--- src/rtl/axis_rr_arbiter.sv ---
`default_nettype none
// +----------------------------------------------------------------------------+
// | Module   : axis_rr_arbiter                                                 |
// | Purpose  : Round-robin arbiter sharing one registered AXI-Stream output    |
// |            slice among N_SRC producers. A source holds the grant for at    |
// |            most BURST_LEN beats, or until it leaves a gap while the slice  |
// |            could take a beat. Every grant costs one IDLE decision cycle.   |
// | Ports    : clk        rising-edge clock                                   |
// |            reset_n    asynchronous active-low reset                       |
// |            s_tdata    packed source data, source i at [i*DW +: DW]        |
// |            s_tvalid   per-source valid                                    |
// |            s_tready   per-source ready, one-hot or zero                   |
// |            m_tdata    registered output data                              |
// |            m_tvalid   registered output valid                             |
// |            m_tready   downstream ready                                    |
// |            grant_id   current / last granted source                       |
// |            busy       high while a source holds the grant                 |
// |            grant_cnt  per-source grant counters (AXIS_ARB_STATS_EN only)  |
// | Options  : `define AXIS_ARB_STATS_EN adds saturating per-source counters   |
// |            of IDLE->GRANT entries; datapath timing is unchanged.           |
// | Revision : 1.0 - initial release                                           |
// +----------------------------------------------------------------------------+
module axis_rr_arbiter #(
    parameter int N_SRC     = 4,
    parameter int DW        = 8,
    parameter int BURST_LEN = 4,
    parameter int CNT_W     = 16
) (
    input  logic                       clk,
    input  logic                       reset_n,
    input  logic [N_SRC*DW-1:0]        s_tdata,
    input  logic [N_SRC-1:0]           s_tvalid,
    output logic [N_SRC-1:0]           s_tready,
    output logic [DW-1:0]              m_tdata,
    output logic                       m_tvalid,
    input  logic                       m_tready,
    output logic [$clog2(N_SRC)-1:0]   grant_id,
    output logic                       busy
`ifdef AXIS_ARB_STATS_EN
    ,
    output logic [N_SRC*CNT_W-1:0]     grant_cnt
`endif
);

    localparam int c_gw = $clog2(N_SRC);
    // One extra bit so grant_id + k (k up to N_SRC) never overflows before the wrap.
    localparam int c_iw = c_gw + 1;
    localparam int c_bw = $clog2(BURST_LEN + 1);

    localparam logic [0:0] c_st_idle  = 1'b0;
    localparam logic [0:0] c_st_grant = 1'b1;

    localparam logic [c_bw-1:0] c_last_beat = c_bw'(BURST_LEN - 1);

    generate
        if (N_SRC < 2 || N_SRC > 8 || DW < 1 || BURST_LEN < 1 || CNT_W < 1) begin : g_param_check
            $error("axis_rr_arbiter: parameter out of range");
        end
    endgenerate

    logic [0:0]      r_state;
    logic [c_gw-1:0] r_grant_id;
    logic [c_bw-1:0] r_beat_cnt;
    logic [DW-1:0]   r_m_tdata;
    logic            r_m_tvalid;

    logic [0:0]      w_state_nxt;
    logic [c_gw-1:0] w_grant_id_nxt;
    logic [c_bw-1:0] w_beat_cnt_nxt;
    logic [DW-1:0]   w_m_tdata_nxt;
    logic            w_m_tvalid_nxt;

    logic            w_slot;
    logic            w_g_valid;
    logic            w_accept;
    logic            w_any_req;
    logic            w_grant_start;
    logic [c_gw-1:0] w_pick;
    logic [c_iw-1:0] w_idx;
    logic [DW-1:0]   w_src_data [N_SRC];

    // Unpack the flat data bus so the granted lane can be indexed directly.
    always_comb begin
        for (int i = 0; i < N_SRC; i++) begin
            w_src_data[i] = s_tdata[i*DW +: DW];
        end
    end

    // Rotating scan starting just after the last grant. Iterating from the far
    // end of the scan back towards the near end lets the nearest requester win.
    always_comb begin
        w_pick    = r_grant_id;
        w_any_req = 1'b0;
        w_idx     = '0;
        for (int k = N_SRC; k >= 1; k--) begin
            w_idx = {1'b0, r_grant_id} + c_iw'(k);
            if (w_idx >= c_iw'(N_SRC)) begin
                w_idx = w_idx - c_iw'(N_SRC);
            end
            if (s_tvalid[w_idx[c_gw-1:0]]) begin
                w_pick    = w_idx[c_gw-1:0];
                w_any_req = 1'b1;
            end
        end
    end

    assign w_slot    = ~r_m_tvalid | m_tready;
    assign w_g_valid = s_tvalid[r_grant_id];

    always_comb begin
        w_state_nxt    = r_state;
        w_grant_id_nxt = r_grant_id;
        w_beat_cnt_nxt = r_beat_cnt;
        w_m_tdata_nxt  = r_m_tdata;
        w_m_tvalid_nxt = r_m_tvalid;
        w_accept       = 1'b0;
        w_grant_start  = 1'b0;
        s_tready       = '0;

        case (r_state)
            c_st_idle: begin
                if (m_tready) begin
                    w_m_tvalid_nxt = 1'b0;
                end
                if (w_any_req) begin
                    w_state_nxt    = c_st_grant;
                    w_grant_id_nxt = w_pick;
                    w_beat_cnt_nxt = '0;
                    w_grant_start  = 1'b1;
                end
            end
            c_st_grant: begin
                s_tready[r_grant_id] = w_slot;
                w_accept             = w_g_valid & w_slot;
                if (w_accept) begin
                    w_m_tdata_nxt  = w_src_data[r_grant_id];
                    w_m_tvalid_nxt = 1'b1;
                    w_beat_cnt_nxt = r_beat_cnt + c_bw'(1);
                    if (r_beat_cnt == c_last_beat) begin
                        w_state_nxt = c_st_idle;
                    end
                end else begin
                    if (m_tready) begin
                        w_m_tvalid_nxt = 1'b0;
                    end
                    // A gap only ends the grant when the slice could have taken
                    // a beat; a stalled downstream never forces a release.
                    if (w_slot) begin
                        w_state_nxt = c_st_idle;
                    end
                end
            end
            default: begin
                w_state_nxt = c_st_idle;
            end
        endcase
    end

    always_ff @(posedge clk or negedge reset_n) begin
        if (!reset_n) begin
            r_state    <= c_st_idle;
            r_grant_id <= c_gw'(N_SRC - 1);
            r_beat_cnt <= '0;
            r_m_tdata  <= '0;
            r_m_tvalid <= 1'b0;
        end else begin
            r_state    <= w_state_nxt;
            r_grant_id <= w_grant_id_nxt;
            r_beat_cnt <= w_beat_cnt_nxt;
            r_m_tdata  <= w_m_tdata_nxt;
            r_m_tvalid <= w_m_tvalid_nxt;
        end
    end

    assign m_tdata  = r_m_tdata;
    assign m_tvalid = r_m_tvalid;
    assign grant_id = r_grant_id;
    assign busy     = (r_state == c_st_grant);

`ifdef AXIS_ARB_STATS_EN
    generate
        for (genvar i = 0; i < N_SRC; i++) begin : g_stats
            logic [CNT_W-1:0] r_cnt;

            always_ff @(posedge clk or negedge reset_n) begin
                if (!reset_n) begin
                    r_cnt <= '0;
                end else if (w_grant_start && (w_pick == c_gw'(i)) && (r_cnt != {CNT_W{1'b1}})) begin
                    r_cnt <= r_cnt + CNT_W'(1);
                end
            end

            assign grant_cnt[i*CNT_W +: CNT_W] = r_cnt;
        end
    endgenerate
`endif

endmodule
`default_nettype wire

--- config.mk ---
export PLATFORM = sky130hd
export DESIGN_NAME = axis_rr_arbiter
export DESIGN_NICKNAME = d
export VERILOG_FILES = /design/src/rtl/axis_rr_arbiter.sv
export SDC_FILE = /design/constraint.sdc
export NUM_CORES = 1
export LEC_CHECK = 0
export ABC_AREA = 1
export BUFFER_PORTS_ARGS = -buffer_cell sky130_fd_sc_hd__buf_2
export CAP_MARGIN = 25
export CORE_AREA = 10 10 73 75
export DETAILED_ROUTE_END_ITERATION = 7
export DIE_AREA = 0 0 83 85
export GPL_TIMING_DRIVEN = 0
export MAX_ROUTING_LAYER = met4
export PLACE_DENSITY = 0.54
export SETUP_SLACK_MARGIN = 0.05
export SYNTH_ARGS = -nofsm -noshare
export SYNTH_HDL_FRONTEND = slang
export SYNTH_SLANG_ARGS = --single-unit
--- constraint.sdc ---
create_clock -name clk -period 1.7 [get_ports clk]
set_input_delay 0.255 -clock clk [delete_from_list [all_inputs] [get_ports clk]]
set_output_delay 0.255 -clock clk [all_outputs]
set_load 0.005 [all_outputs]
-- Word-level counts from Yosys, hierarchy flattened
Cells that the tools add are included.
W data, S select, Z words.
- flip-flop bits (word level): 15
- latch bits: 0
- bits in writable memories: 0
- memory bits (read-only): 0
- bits of input ports: 39
- output and inout bits: 16
- logic and storage cells: 78
- memories kept: 0
- $add $sub $neg: 9
- multiply operators: 0
- div/mod/pow operators: 0
- $lt $le $gt $ge: 11
- eq/ne operators: 3
- shifts and indexed selects: 0
- muxes and demuxes: 39
- bitwise operators: 6
- reduce and logical (&&, ||, !) cells: 5
- operators by type and width (kind ; count):
    $bmux W8 S2 ; 1
    $mux W1 ; 16
    $mux W2 ; 8
    $mux W8 ; 2
    $ge A3 B3 Y1 const B ; 5
    $lt A2 B3 Y1 const B ; 5
    $bmux W1 S2 ; 5
    $sub A2 B1 Y2 const B ; 4
    $add A2 B2 Y3 const B ; 2
    $mux W3 ; 2
    $pmux W3 S2 ; 1
    $and A4 B4 Y4 ; 1
    $mux W4 ; 1
    $pmux W1 S2 ; 2
    $reduce_and A2 Y1 ; 2
    $reduce_bool A4 Y1 ; 1
    $add A2 B1 Y3 const B ; 1
    $add A2 B3 Y3 const B ; 1
    $add A3 B1 Y3 const B ; 1
    $eq A3 B2 Y1 const B ; 1
    $not A2 Y3 ; 1
    $reduce_and A3 Y1 ; 1
    $demux W1 S2 ; 1
    $ge A2 B1 Y1 const B ; 1
    6 further kinds ; 7

-- Longest topological paths before layout
- word-level depth: 11
- mapped depth: 10
- gate-level depth less buffers: 9

-- Worst setup path after synthesis
Ideal clock, no wire load.
- kind: reg2reg
- from: register r_grant_id[0] (netlist: grant_id[0])
- to: register r_grant_id[0] (netlist: grant_id[0])
- setup time: 82 ps
- data arrival time: 1610 ps
- data required time: 1618 ps
- path slack: 9 ps
- cell stages (with the launch flop): 10
- path buffers: 2
- clock period less this slack: 1691 ps
- cells stage by stage: dfstp_2 -> inv_2 -> buf_6 -> buf_2 -> ha_1 -> inv_1 -> nand2_1 -> nand2_1 -> o211ai_1 -> nand2_1
- cells in the longest elaborated chain, start to end: 10
- elaborated cells between the ends (all ways): 34
- those cells by class: add/sub: 8; order compare: 4; mux: 20; reduce/logical: 2
- ends and longest elaborated chain (element ; line ; text):
    from (decl) ; 62 ; logic [c_gw-1:0] r_grant_id;
    from (signal assigned) ; 162 ; r_grant_id <= c_gw'(N_SRC - 1);
    from (signal assigned) ; 168 ; r_grant_id <= w_grant_id_nxt;
    $add A2 B3 Y3 ; 96 ; w_idx = {1'b0, r_grant_id} + c_iw'(k);
    $ge A3 B3 Y1 / $sub A2 B1 Y2 (equally long branches) ; 97, 98 ;
    $mux W2 ; 97 ; if (w_idx >= c_iw'(N_SRC)) begin
    $bmux W1 S2 ; 100 ; if (s_tvalid[w_idx[c_gw-1:0]]) begin
    $mux W1 (not written as such) ; 100 ;
    $mux W1 (4 in a row) ; 100 ;
    $reduce_and A3 Y1 (no source line) ; - ;
Several ways; a longest one is shown, not always the timed one. The select of a mux whose other input is x is not followed.
A chain may end at the register's enable or synchronous reset.

-- Final worst setup path
- from: register r_grant_id[1] (netlist: grant_id[1])
- to: output s_tready[1]
- cells in the longest elaborated chain, start to end: 6
- elaborated cells between the ends (all ways): 7
- those cells by class: order compare: 2; mux: 3; bitwise: 1; reduce/logical: 1
- ends and longest elaborated chain (element ; line ; text):
    $lt A2 B3 Y1 (not written as such) / $ge A2 B1 Y1 (equally long branches) ; 133 ; s_tready[r_grant_id] = w_slot;
    $logic_and A1 B1 Y1 (not written as such) ; 133 ;
    $mux W1 (not written as such) ; 133 ;
    $demux W1 S2 * ; 133 ;
    $and A4 B4 Y4 (no source line) * ; - ;
    $mux W4 * ; 120 ; case (r_state)
    to (decl) ; 33 ; output logic [N_SRC-1:0] s_tready,
Every way passes the cells marked *; elsewhere a longest branch is shown, timed or not.

==> impl_metrics.json <==
{
  "critPathSlowestCell": "dfstp_2",
  "drc": 0,
  "p_leak_nw": 0.914,
  "syn_area_per_cell_um2": 6.73,
  "area_growth_pct": 44.8,
  "die-area_um2": 7060,
  "cp-end-kind": "primary output",
  "powerDensity_nw_per_um2": 1830,
  "cts.sinks": 15,
  "port_buffers": 54,
  "cts_tree": "yes",
  "period_share_pct": 95.4,
  "total_power_mw": 2.96,
  "synth.area.top_cells": "dfrtp_1, nand2_1, nor2_1, o21ai_0, ha_1",
  "yosysSeqAreaShare_pct": 33.8,
  "row_count": 23,
  "synth-seq-cells": 15,
  "maxSlewViolCount": 0,
  "gp_congestion": 0.787,
  "grt_pass1_vias": 1299,
  "startpoint_type": "register",
  "synth.yosys.warnings": 0,
  "netlist.area_leader.share_pct": 29.1,
  "synthesis.area_um2": 1120,
  "cp_max_fo": 3,
  "hold_class": "input pin to register",
  "grt_overflow": 0,
  "fin_setup_tns_ns": 0,
  "via_per_inst": 4.45,
  "htree_levels": 1,
  "path_buf_inv": 3,
  "grt_use_total_pct": 9.95,
  "die_height_um": 85,
  "outcome": "complete, no violations",
  "drive_gt1_share_pct": 38.3,
  "grt_pass1_wl_mm": 5.93,
  "grt_max_degree": 16,
  "maxSlewHeadroom_pct": 77.4,
  "clk_path_buf_depth": 2,
  "cp_cell_sequence": "inv_1, clkbuf_8, ha_1, nand2_1, nor2_1, buf_2",
  "clk_pin_slew_ns": 0.06,
  "critical_path_arrival_ns": 1.37,
  "synth_cells": 166,
  "async_flop_share_pct": 100,
  "period_needed_ns": 1.62,
  "ios": 55,
  "antenna_cells": 0,
  "max_stage_delay_ns": 0.53,
  "drtPass1Iterations": 4,
  "tightest_slew_ns": 0.339,
  "drt-total-wl_mm": 3.52,
  "numCtsBuffers": 3,
  "synth_common_cells": "nand2_1, nor2_1, o21ai_0, dfrtp_1, inv_1",
  "core_um2": 3910,
  "synth.most_common_cell": "nand2_1",
  "antenna_found_initial": 0,
  "wire_per_inst_um": 12.6,
  "synthDistinctLibCells": 22,
  "fmax_ghz": 0.617,
  "clkLatencyLatePin_ns": 0.25,
  "rsz0062_at_grt": "true",
  "drt_iter0_markers": 49,
  "setup_viol": 0,
  "drv_cap": 0,
  "vias": 1245,
  "initial_core_util_pct": 28.5,
  "dieWidth_um": 83,
  "fin_worst_skew_ns": 0.00261,
  "nFillCells": 423,
  "crit_family": "flip-flops",
  "detail-route-antenna-nets": 0,
  "finalNetCount": 276,
  "clockRootBuffer": "clkbuf_8",
  "cp.required_ns": 1.44,
  "synth_nets": 211,
  "critPathKind": "register to primary output",
  "yosysTopAreaCell": "dfrtp_1",
  "synth_flop_cell": "dfrtp_1",
  "synth_edf_count": 0,
  "hold_viol": 0,
  "irDropWorstVdd_v": 0.000614,
  "dpl.hpwl_mm": 2.84
}
cell families after synthesis:
kind of cell	Yosys count	synth area share (%)
adders and majority gates	6	6.72
and+or+nand+nor	94	35.9
buffers and inverters	22	9.07
DFF	15	33.8
AOI/OAI and AO/OA	29	14.4
what timing repair did:
action                                  CTS  global route
hold buffers                              1             0
endpoints found under the setup margin    5            14
cloned                                    1             0
gates resized for setup                   6             6
hold endpoints to repair                 13             0
setup buffers                             5             0
where the power goes:
| part | internal, mW | leakage, nW | switching (mW) |
|---|---|---|---|
| registers | 0.552 | 0.182 | 0.113 |
| logic | 0.893 | 0.707 | 1.11 |
| clock network | 0.162 | 0.0255 | 0.128 |
flip-flops by register name, summed over array words and instances, names as in the netlist:
| register | flops |
|---|---|
| m_tdata | 8 |
| busy | 1 |
| m_tvalid | 1 |
| grant_id | 2 |
| r_beat_cnt | 3 |
final cells by class:
cell class | instances | area [um^2] | area share (%)
timing repair buffer | 61 | 350 | 21.7
multi-input combinational | 129 | 658 | 40.7
inverter | 15 | 58.8 | 3.63
buffer | 6 | 63.8 | 3.94
tap | 50 | 62.6 | 3.87
sequential | 15 | 378 | 23.4
clock inverter | 1 | 5.00 | 0.309
clock buffer | 3 | 41.3 | 2.55
per-layer routing:
layer / wire length [um] / global-route usage (%)
met1: 1740 / 12.5
met2: 1500 / 15.1
met3: 283 / 4.11
met4: 0 / 0.929
met5: 0 / -
worst register-to-register path: stages (launching register included):
cell and delay, ns:
dfstp_2 0.57, buf_4 0.16, buf_4 0.16, clkbuf_4 0.21
nor2_1 0.06, o22ai_1 0.19, nand2_1 0.09, nand2_1 0.06
metrics by stage:
stage / hold WS (ns) / instances / utilization, % / setup WS, ns / area (um^2)
2_1_floorplan: -0.0406 / 166 / - / 0.0642 / 1130
3_3_place_gp: 0.179 / 270 / 37.4 / -0.0728 / 1470
3_5_place_dp: 0.178 / 270 / 37.4 / -0.0656 / 1470
4_1_cts: 0.393 / 280 / 41.0 / 0.0590 / 1610
5_1_grt: 0.424 / 280 / 41.3 / 0.0346 / 1620
6_report: 0.386 / 280 / 41.3 / 0.0787 / 1620
final timing paths:
path                                    startpoint                 endpoint  slack, ns  cells past startpoint
hold reg to reg             m_tdata[2]$_DFFE_PN0P_   m_tdata[2]$_DFFE_PN0P_       0.48                      2
setup reg to reg           grant_id[0]$_DFFE_PN1P_   m_tdata[2]$_DFFE_PN0P_       0.14                      7
hold / removal                          s_tdata[4]   m_tdata[4]$_DFFE_PN0P_       0.39                      5
max in group asynchronous                  reset_n  grant_id[1]$_DFFE_PN1P_       0.96                      2
min in group asynchronous                  reset_n   m_tdata[0]$_DFFE_PN0P_       0.44                      2
setup / recovery           grant_id[1]$_DFFE_PN1P_              s_tready[1]       0.08                      6
cell usage in the layout (no fill, tap or decap), drive strengths merged, types with 7 or more instances in the layout:
cell	count
buf	62
nand2	57
nor2	24
o21ai	20
inv	15
dfrtp	13
o22ai	8
nand3	7
(Power assumes the default switching activity.)
